## src/rtl/enable_lock_ctrl.sv

```systemverilog
// enable_lock_ctrl: enable/lock gate in front of four DATA_W-bit registers.
// Writes land only while ENABLED. LOCKED is sticky until rst_n.
//
// Ports:
//   clk, rst_n            clock, asynchronous active-low reset
//   cmd_valid             qualifies enable_all / lock_on as a command
//   enable_all, lock_on   decoded requests; lock_on wins when both are set
//   wr_en/wr_addr/wr_data write request
//   rd_addr / rd_data     registered read port, one cycle of latency
//   state_o               00 DISABLED, 01 ENABLED, 10 LOCKED
//   wr_ack / wr_err       one-cycle result pulse for each write
//   viol_cnt              saturating count of cycles with a LOCKED violation
//
// Optional feature: define ENABLE_LOCK_VIOL_CNT_EN to build the violation
// counter. Without it, viol_cnt is tied to zero.
module enable_lock_ctrl #(
    parameter int DATA_W = 8
) (
    input  logic              clk,
    input  logic              rst_n,
    input  logic              cmd_valid,
    input  logic              enable_all,
    input  logic              lock_on,
    input  logic              wr_en,
    input  logic [1:0]        wr_addr,
    input  logic [DATA_W-1:0] wr_data,
    input  logic [1:0]        rd_addr,
    output logic [DATA_W-1:0] rd_data,
    output logic [1:0]        state_o,
    output logic              wr_ack,
    output logic              wr_err,
    output logic [3:0]        viol_cnt
);

    localparam logic [1:0] ST_DIS  = 2'b00;
    localparam logic [1:0] ST_EN   = 2'b01;
    localparam logic [1:0] ST_LOCK = 2'b10;

    logic [1:0]        state_q, state_d;
    logic [DATA_W-1:0] regs_q [4];
    logic [DATA_W-1:0] regs_d [4];
    logic [DATA_W-1:0] rd_data_q, rd_data_d;
    logic              wr_ack_q, wr_ack_d;
    logic              wr_err_q, wr_err_d;
    logic              wr_ok;

    // Writes are judged against the pre-edge state, so a command in the
    // same cycle cannot open or close the window for that write.
    assign wr_ok = wr_en && (state_q == ST_EN);

    always_comb begin
        state_d = state_q;
        unique case (state_q)
            ST_DIS: begin
                if (cmd_valid) begin
                    if (lock_on)
                        state_d = ST_LOCK;
                    else if (enable_all)
                        state_d = ST_EN;
                end
            end
            ST_EN: begin
                if (cmd_valid) begin
                    if (lock_on)
                        state_d = ST_LOCK;
                    else if (!enable_all)
                        state_d = ST_DIS;
                end
            end
            ST_LOCK: state_d = ST_LOCK;
            // The unused encoding fails secure.
            default: state_d = ST_LOCK;
        endcase
    end

    always_comb begin
        regs_d = regs_q;
        if (wr_ok)
            regs_d[wr_addr] = wr_data;
        // Read the pre-edge contents: a same-cycle write is not forwarded.
        rd_data_d = regs_q[rd_addr];
        wr_ack_d  = wr_ok;
        wr_err_d  = wr_en && !wr_ok;
    end

    always_ff @(posedge clk or negedge rst_n) begin
        if (!rst_n) begin
            state_q   <= ST_DIS;
            rd_data_q <= '0;
            wr_ack_q  <= 1'b0;
            wr_err_q  <= 1'b0;
            for (int i = 0; i < 4; i++)
                regs_q[i] <= '0;
        end else begin
            state_q   <= state_d;
            rd_data_q <= rd_data_d;
            wr_ack_q  <= wr_ack_d;
            wr_err_q  <= wr_err_d;
            for (int i = 0; i < 4; i++)
                regs_q[i] <= regs_d[i];
        end
    end

`ifdef ENABLE_LOCK_VIOL_CNT_EN
    logic [3:0] viol_cnt_q, viol_cnt_d;
    logic       locked;
    logic       viol;

    // The unused encoding counts as locked while it recovers.
    assign locked = state_q[1];
    // A command and a write in the same cycle are a single violation.
    assign viol = locked && (cmd_valid || wr_en);

    always_comb begin
        viol_cnt_d = viol_cnt_q;
        if (viol && (viol_cnt_q != 4'hF))
            viol_cnt_d = viol_cnt_q + 4'd1;
    end

    always_ff @(posedge clk or negedge rst_n) begin
        if (!rst_n)
            viol_cnt_q <= 4'd0;
        else
            viol_cnt_q <= viol_cnt_d;
    end

    assign viol_cnt = viol_cnt_q;
`else
    assign viol_cnt = 4'd0;
`endif

    assign state_o = state_q;
    assign rd_data = rd_data_q;
    assign wr_ack  = wr_ack_q;
    assign wr_err  = wr_err_q;

endmodule

```

## config.mk

```make
export PLATFORM = sky130hd
export DESIGN_NAME = enable_lock_ctrl
export DESIGN_NICKNAME = d
export VERILOG_FILES = /design/src/rtl/enable_lock_ctrl.sv
export SDC_FILE = /design/constraint.sdc
export NUM_CORES = 1
export LEC_CHECK = 0
export ABC_AREA = 0
export CAP_MARGIN = 20
export CORE_UTILIZATION = 36
export DETAILED_ROUTE_END_ITERATION = 8
export GPL_TIMING_DRIVEN = 0
export SLEW_MARGIN = 20
export SYNTH_ARGS = -nofsm -noshare
export SYNTH_HDL_FRONTEND = slang
export SYNTH_SLANG_ARGS = --single-unit
```

## constraint.sdc

```tcl
create_clock -name clk -period 3.98 [get_ports clk]
set_clock_uncertainty 0.05 [all_clocks]
set_input_delay 0.995 -clock clk [delete_from_list [all_inputs] [get_ports clk]]
set_output_delay 0.995 -clock clk [all_outputs]
set_load 0.005 [all_outputs]
```

== Word-level counts from Yosys, hierarchy flattened ==
Index checks and enable logic that the tools add are counted.

* Register bits: 44
* Input bits: 18
* Output and inout bits: 16
* Word-level logic and storage cells: 37

* $lt $le $gt $ge: 3
* Eq/ne operators: 5
* Mux-type cells: 13
* Bitwise operators: 2
* Reductions and logical operators: 6

{| class="wikitable"
|+ Operator list
! cell !! count
|-
| $bwmux 32 || 1
|-
| $mux 8 || 3
|-
| $bmux 8 s2 || 1
|-
| $demux 8 s2 || 1
|-
| $mux 2 || 6
|-
| $ge 3x3->1 const B || 2
|-
| $ne 3x3->1 const B || 2
|-
| $not 2->3 || 2
|-
| $ne 2x2->1 const B || 2
|-
| $pmux 2 s2 || 1
|-
| $reduce_and 4->1 || 1
|-
| $logic_and 1x1->1 || 3
|-
| $lt 3x1->1 const B || 1
|-
| $eq 2x1->1 const B || 1
|-
| $logic_not 2->1 || 1
|-
| $logic_not 1->1 || 1
|}

== Logic depth before layout (Yosys ltp) ==
Gate-level depths: netlist (run 1).

* Depth in word-level cells: 6
* Mapped depth: 4
* Mapped depth without buffers: 3

== Worst setup path after synthesis (run 1) ==
No wires, ideal clock.

* Kind: input-to-reg
* From: in wr_en
* To: reg regs_q[24] in the netlist's numbering
* Library setup time: 0.125 ns
* Data arrival time: 2.002 ns
* Required time: 3.805 ns
* Path slack: 1.803 ns
* Cell stages on the path: 4
* Buffers on the path: 1
* Cell sequence: inv_1 -> or4_4 -> buf_6 -> mux2_4

* Longest elaborated chain between the ends: 1

{| class="wikitable"
|+ RTL lines
! element !! RTL line !! source
|-
| start, declared || 24 || <nowiki>input logic wr_en,</nowiki>
|-
| $logic_and 1x1->1 || 49 || <nowiki>assign wr_ok = wr_en && (state_q == ST_EN);</nowiki>
|-
| end signal, assigned by index || 100 || <nowiki>regs_q[i] <= regs_d[i];</nowiki>
|-
| end, declared || 40 || <nowiki>logic [DATA_W-1:0] regs_q [4];</nowiki>
|}

Every way passes these cells.
A chain may end at the register's enable or synchronous reset.

== Worst setup path after layout (run 1) ==
* From: in wr_addr[0]
* To: reg regs_q[17] in the netlist's numbering

* Longest elaborated chain between the ends: 6
* Elaborated cells between the ends (all ways): 7
* Classes of those cells: order compare: 2; mux: 3; bitwise: 1; reduce/logical: 1

{| class="wikitable"
|+ RTL lines
! element !! RTL line !! source
|-
| start, declared || 25 || <nowiki>input logic [1:0] wr_addr,</nowiki>
|-
| $not 2->3 (not written as such) * || 79 || <nowiki>regs_d[wr_addr] = wr_data;</nowiki>
|-
| $ge 3x3->1 (not written as such) or $lt 3x1->1 (tied branches) || 79 ||
|-
| $logic_and 1x1->1 (not written as such) || 79 ||
|-
| $mux 8 (not written as such) || 79 ||
|-
| $demux 8 s2 * || 79 ||
|-
| $bwmux 32 * || 79 ||
|}

Every way passes the cells marked *; elsewhere a longest branch is shown, timed or not.

==> flow_metrics.env, run 1 <==
export IMPL_clk_path_buf_depth=2
export IMPL_status="complete, no violations"
export IMPL_grt_usage=0.142
export IMPL_timing_final_crit_period_ps=2560
export IMPL_rsz0062_at_grt="no"
export IMPL_area_delta_synth_final_pct=26.0
export IMPL_max_stage_delay_ps=620
export IMPL_reg2reg_to="regs_q[10]"
export IMPL_r2r_start="state_o[1]"
export IMPL_drt_iter0_markers=22
export IMPL_drive_gt1_frac=0.421
export IMPL_stdcell_area_mm2=0.00229
export IMPL_hpwl_um=2220
export IMPL_synth_top_area_cell="dfrtp_1"
export IMPL_hp_class="flop to flop"
export IMPL_row_count=25
export IMPL_synth_top_cell_area_share=0.604
export IMPL_finalNonFillerCells=212
export IMPL_final_net_count=162
export IMPL_finalHoldWorstSlack_ps=455
export IMPL_htreeDepth=2
export IMPL_dpl_cell_count=204
export IMPL_die_w_um=73.1
export IMPL_grt_start_max_net_pins=33
export IMPL_cp_data_required_time_ps=4110
export IMPL_routed_wl_um=3240
export IMPL_power_leakage_uw=0.00109
export IMPL_netlist_area_mm2=0.00182
export IMPL_cap_viol_max_count=0
export IMPL_reg2reg_depth=3
export IMPL_postSynthCellCount=106
export IMPL_gp_congestion=0.618
export IMPL_vias=996
export IMPL_arrival_ps=2690
export IMPL_die_area_mm2=0.00535
export IMPL_timing_fmax_ghz=0.390
export IMPL_vdd_drop_max_mv=0.183
export IMPL_hold_end="regs_q[12]"
export IMPL_r2r_setup_slack_ps=2070
export IMPL_synth_seq_area_share=0.604
export IMPL_top_usage_layer="met2"
export IMPL_fin_ws_ps=1420
export IMPL_port_buffers=27
export IMPL_final_cell_mix="44 x dfrtp_1, 26 x clkdlybuf4s50_1, 24 x mux2_2, 8 x mux4_2, 8 x mux2_4"
export IMPL_final_max_slew_viol_count=0
export IMPL_grt_pass1_vias=1054
export IMPL_gr_total_overflow=0
export IMPL_worstSetupEndpointType="flop"
export IMPL_synth_warning_count=0
export IMPL_post_cts_repair_setup_buffers=0
export IMPL_ys_types=20
export IMPL_path_cells="clkdlybuf4s50_1 -> nand3b_1 -> nor3_2 -> mux2_2"
export IMPL_start_util=0.381
export IMPL_cts_root_buf="clkbuf_8"
export IMPL_cts_tree="built"
export IMPL_min_delay_start="regs_q[12]"
export IMPL_tightest_slew_ps=842
export IMPL_max_slew_margin=0.435
export IMPL_path_class="input pin to flop"
export IMPL_clk_latency_ps=290
export IMPL_crit_path_max_fanout=8
export IMPL_design_core_area_mm2=0.00479
export IMPL_io_pins=34
export IMPL_cts_sinks=44
export IMPL_gr_usage_met2=0.218
export IMPL_dpl_instance_area_mm2=0.00220
export IMPL_finalSetupTns_ps=0
export IMPL_final_antenna_net_count=0
export IMPL_period_share=0.644
export IMPL_setup_violations=0
export IMPL_viasPerCell=4.70
export IMPL_cts_hold_fix_buffers=0
export IMPL_pre_cts_ws_ps=1070
export IMPL_ys_ff_latch=44
export IMPL_grt_pass1_wl_um=5350
export IMPL_drt_drc_violations_left=0
export IMPL_grt_antenna_before_repair=0
export IMPL_cts_resized_gates=0
export IMPL_synth_area_leaders="dfrtp_1 60%, mux2_2 15%, mux4_2 9.9%, mux2_4 6.6%, buf_4 1.6%"
export IMPL_use_met3=0.0414
export IMPL_syn_avg_cell_area_um2=17.2
export IMPL_antenna_cells=0
export IMPL_numCtsBuffers=5
export IMPL_first_pass_iters=4
export IMPL_finalHoldViolations=0
export IMPL_holdPathStages=1
export IMPL_grt_use_met1=0.181
export IMPL_die_h_um=73.1
export IMPL_post_drt_wl_per_cell_um=15.3
export IMPL_cp_slowest_cell="nor3_2"
export IMPL_power_density_mw_per_mm2=354
export IMPL_startpoint_type="input pin"
export IMPL_final_common_cell="dfrtp_1"
export IMPL_path_clk_slew_ps=80
## routing by layer
| layer | vias to the layer above | share of wire |
|---|---|---|
| met3 | 12 | 0.057 |
| met2 | 33 | 0.49 |
| met4 | 0 | 0.026 |
| met5 | - | 0 |
| li1 | 449 | - |
| met1 | 502 | 0.43 |
## logic make-up after synthesis
group,synth area share
AO/OA/AOI/OAI,0.00687
buffers and inverters,0.0295
flip-flops,0.604
multiplexers,0.313
other,0.00206
AND/OR/NAND/NOR,0.0440
## critical path, delay by kind of cell
kind / cells / cell delay (ps)
buf+inv: 1 / 520
mux: 1 / 420
simple gates: 2 / 760
## flip-flops by register name, summed over array words and instances, names as in the netlist
| register | cells |
|---|---|
| state_o | 2 |
| wr_ack | 1 |
| regs_q | 32 |
| wr_err | 1 |
| rd_data | 8 |
## Yosys cell counts
master	count
a21oi_1	1
buf_2	1
dfrtp_1	44
conb_1	1
and2_2	1
mux4_2	8
nand2_1	1
nor2_1	1
mux2_4	8
a21o_1	1
nor2_2	1
nand3b_1	2
buf_1	1
inv_1	1
nor3_2	2
buf_4	4
buf_6	1
mux2_2	24
nand2b_1	2
or4_4	1
## worst max path at each step
stage / end / depth (start not counted) / start
floorplan: regs_q[24] / 4 / wr_en
global placement: state_o[1] / 1 / rst_n
detailed placement: regs_q[17] / 4 / wr_addr[0]
CTS: regs_q[17] / 4 / wr_addr[0]
global route: regs_q[21] / 4 / wr_addr[0]
finish: regs_q[17] / 4 / wr_addr[0]
## area by class of cell
cell class	instances	area (um2)
Timing Repair Buffer	28	285
Inverter	1	3.75
Clock inverter	2	10.0
Tap cell	67	83.8
Fill cell	428	2490
Multi-Input combinational cell	57	678
Clock buffer	6	82.6
Sequential cell	44	1100
Buffer	7	50.0
## power breakdown
group	total [uW]	switching, uW	internal (uW)
Combinational	66.5	26.6	39.9
Sequential	465	5.43	459
Clock	281	142	138
Total	812	174	637
## per-stage QoR
| stage | power [uW] | utilization |
|---|---|---|
| 6_report | 812 | 0.479 |
| 5_1_grt | 853 | 0.479 |
| 4_1_cts | 825 | 0.479 |
| 3_5_place_dp | 541 | 0.460 |
| 3_3_place_gp | 537 | 0.457 |
| 2_1_floorplan | 499 | - |
Power figures use the tool's default switching activity.
==> run 2: changes to the inputs <==
clock period = 2.2 ns   (was 3.98 ns; I/O delays follow)
==> results of run 2 <==
The final DEF is identical to that of run 1. Status: complete, no violations.
Among the figures that moved: setup slack after placement 1070 ps -> -263 ps; setup slack after layout 1420 ps -> 83.4 ps; hold slack 455 ps -> 92.9 ps; register-to-register setup slack 2070 ps -> 290 ps; total power 812 uW -> 1470 uW; worst IR drop on VDD 0.183 mV -> 0.332 mV
==> edit, RTL diff (flow settings as in run 1) <==
Add a define of `ENABLE_LOCK_VIOL_CNT_EN`.
--- a/src/rtl/enable_lock_ctrl.sv
+++ b/src/rtl/enable_lock_ctrl.sv
@@ -15,2 +15,4 @@
 // counter. Without it, viol_cnt is tied to zero.
+`define ENABLE_LOCK_VIOL_CNT_EN
+
 module enable_lock_ctrl #(
Formal check against the unedited RTL: not equivalent (a bounded check fails within 4 cycles, from zero or initial values and one cycle with rst_n low).
==> edit against run 1 <==
- sequential share of layout area shrank 0.67 points
- final cell count grew 6.1%
- critical path type is now register to output pin
- final area increased by 11%
- worst setup slack improved by 0.22 ns
- wire length rose by 14%
- synthesized area grew 11%
- sequential cell count rose by 4
- utilization up 0.22 points
Power is not compared: it rests on default switching activity, and its combinational part moved more than twofold at a synthesized area within 25%.
==> edit: results (changes against run 1) <==
- Outcome: finished clean (unchanged)
- Vias in the first global route: 1264 (was 1054)
- Met2 wire len: 1866 um (was 1588 um)
- Slowest stage cell, crit path: clkdlybuf4s50_1 (was nor3_2)
- RR Endpoint: regs_q[15] (was regs_q[10])
- Worst hold endpoint: regs_q[13] (was regs_q[12])
- WL met3: 161 um (was 185 um)
- Met3 GRT Util: 0.04286 (was 0.04144)
- Seq/Total Area, Yosys: 0.5915 (was 0.6044)
- Gr usage total: 0.1431 (was 0.1417)
- Top cells by area, synth: dfrtp_1 59%, mux2_4 12%, mux2_2 10% (was dfrtp_1 60%, mux2_2 15%, mux4_2 9.9%)
- M2 GR Usage: 0.2339 (was 0.2181)
- Critical-path maximum fanout: 5 (was 8)
- Pre-Repair DR Iteration Count: 3 (was 4)
- First-pass GRT wire length: 6375 um (was 5347 um)
- Routing usage on met1: 0.1771 (was 0.1810)
- Unique masters post-synth: 26 (was 20)
- Gp weighted congestion: 0.6682 (was 0.6181)
- Share of layout cells above drive strength 1: 0.3935 (was 0.4207)
- Nets@finish: 173 (was 162)
- Worst path top cell family by delay: buffers and inverters (was simple AND/OR/NAND/NOR gates)
- Final period utilization: 0.5880 (was 0.6436)
- R2R setup slack: 2.44 ns (was 2.07 ns)
- Metal-1 WL: 1614 um (was 1384 um)
- WP data arrival: 1.30 ns (was 2.69 ns)
- Detailed router's first-iteration violation count: 43 (was 22)
- CP peak stage delay: 0.54 ns (was 0.62 ns)
- HP Start: regs_q[13] (was regs_q[12])
edit: cell families after synthesis:
group,share of synthesized area
DFF,0.5915
xor gates and xnor gates,0.004314
adders and majority gates,0.006160
buffers and inverters,0.01540
AOI/OAI and AO/OA,0.01602
muxes,0.3068
and+or+nand+nor,0.05976
edit: cell type report:
class	count	area (um2)
Buffer	4	31.28
Clock buffer	5	68.82
Clock inverter	3	18.77
Fill cell	481	2731
Multi-Input combinational cell	63	798.3
Sequential cell	48	1201
Tap cell	70	87.58
Timing Repair Buffer	32	332.8
edit: power groups by stage:
stage               Combinational [mW]  Sequential [mW]  Clock [mW]
finish                           0.157            0.543       0.284
global route                     0.174            0.548       0.317
CTS                              0.160            0.543       0.296
detailed placement               0.159            0.552           0
global placement                 0.150            0.551           0
floorplan                       0.0690            0.549           0
edit: worst max-delay path by stage:
stage               start         end  slack [ns]  cells past startpoint
2_1_floorplan  rd_addr[0]  rd_data[0]        2.06                      2
3_3_place_gp        rst_n  regs_q[10]        0.64                      1
3_5_place_dp        wr_en  regs_q[15]        1.44                      3
4_1_cts        state_o[1]  state_o[1]        1.63                      1
5_1_grt        state_o[1]  state_o[1]        1.57                      1
6_report       state_o[1]  state_o[1]        1.64                      1
edit: worst register-to-register path, cell delays in order, from the launching register on:
cell	delay, ns
dfrtp_1	0.45
nor2b_4	0.19
nand4b_2	0.34
mux2_2	0.39
edit: stage by stage:
| step | hold slack (ns) | instances |
|---|---|---|
| after floorplan | 0.4239 | 115 |
| after global placement | 0.4310 | 216 |
| after detailed placement | 0.4370 | 217 |
| after CTS | 0.4584 | 225 |
| after global routing | 0.4772 | 225 |
| final | 0.4544 | 225 |
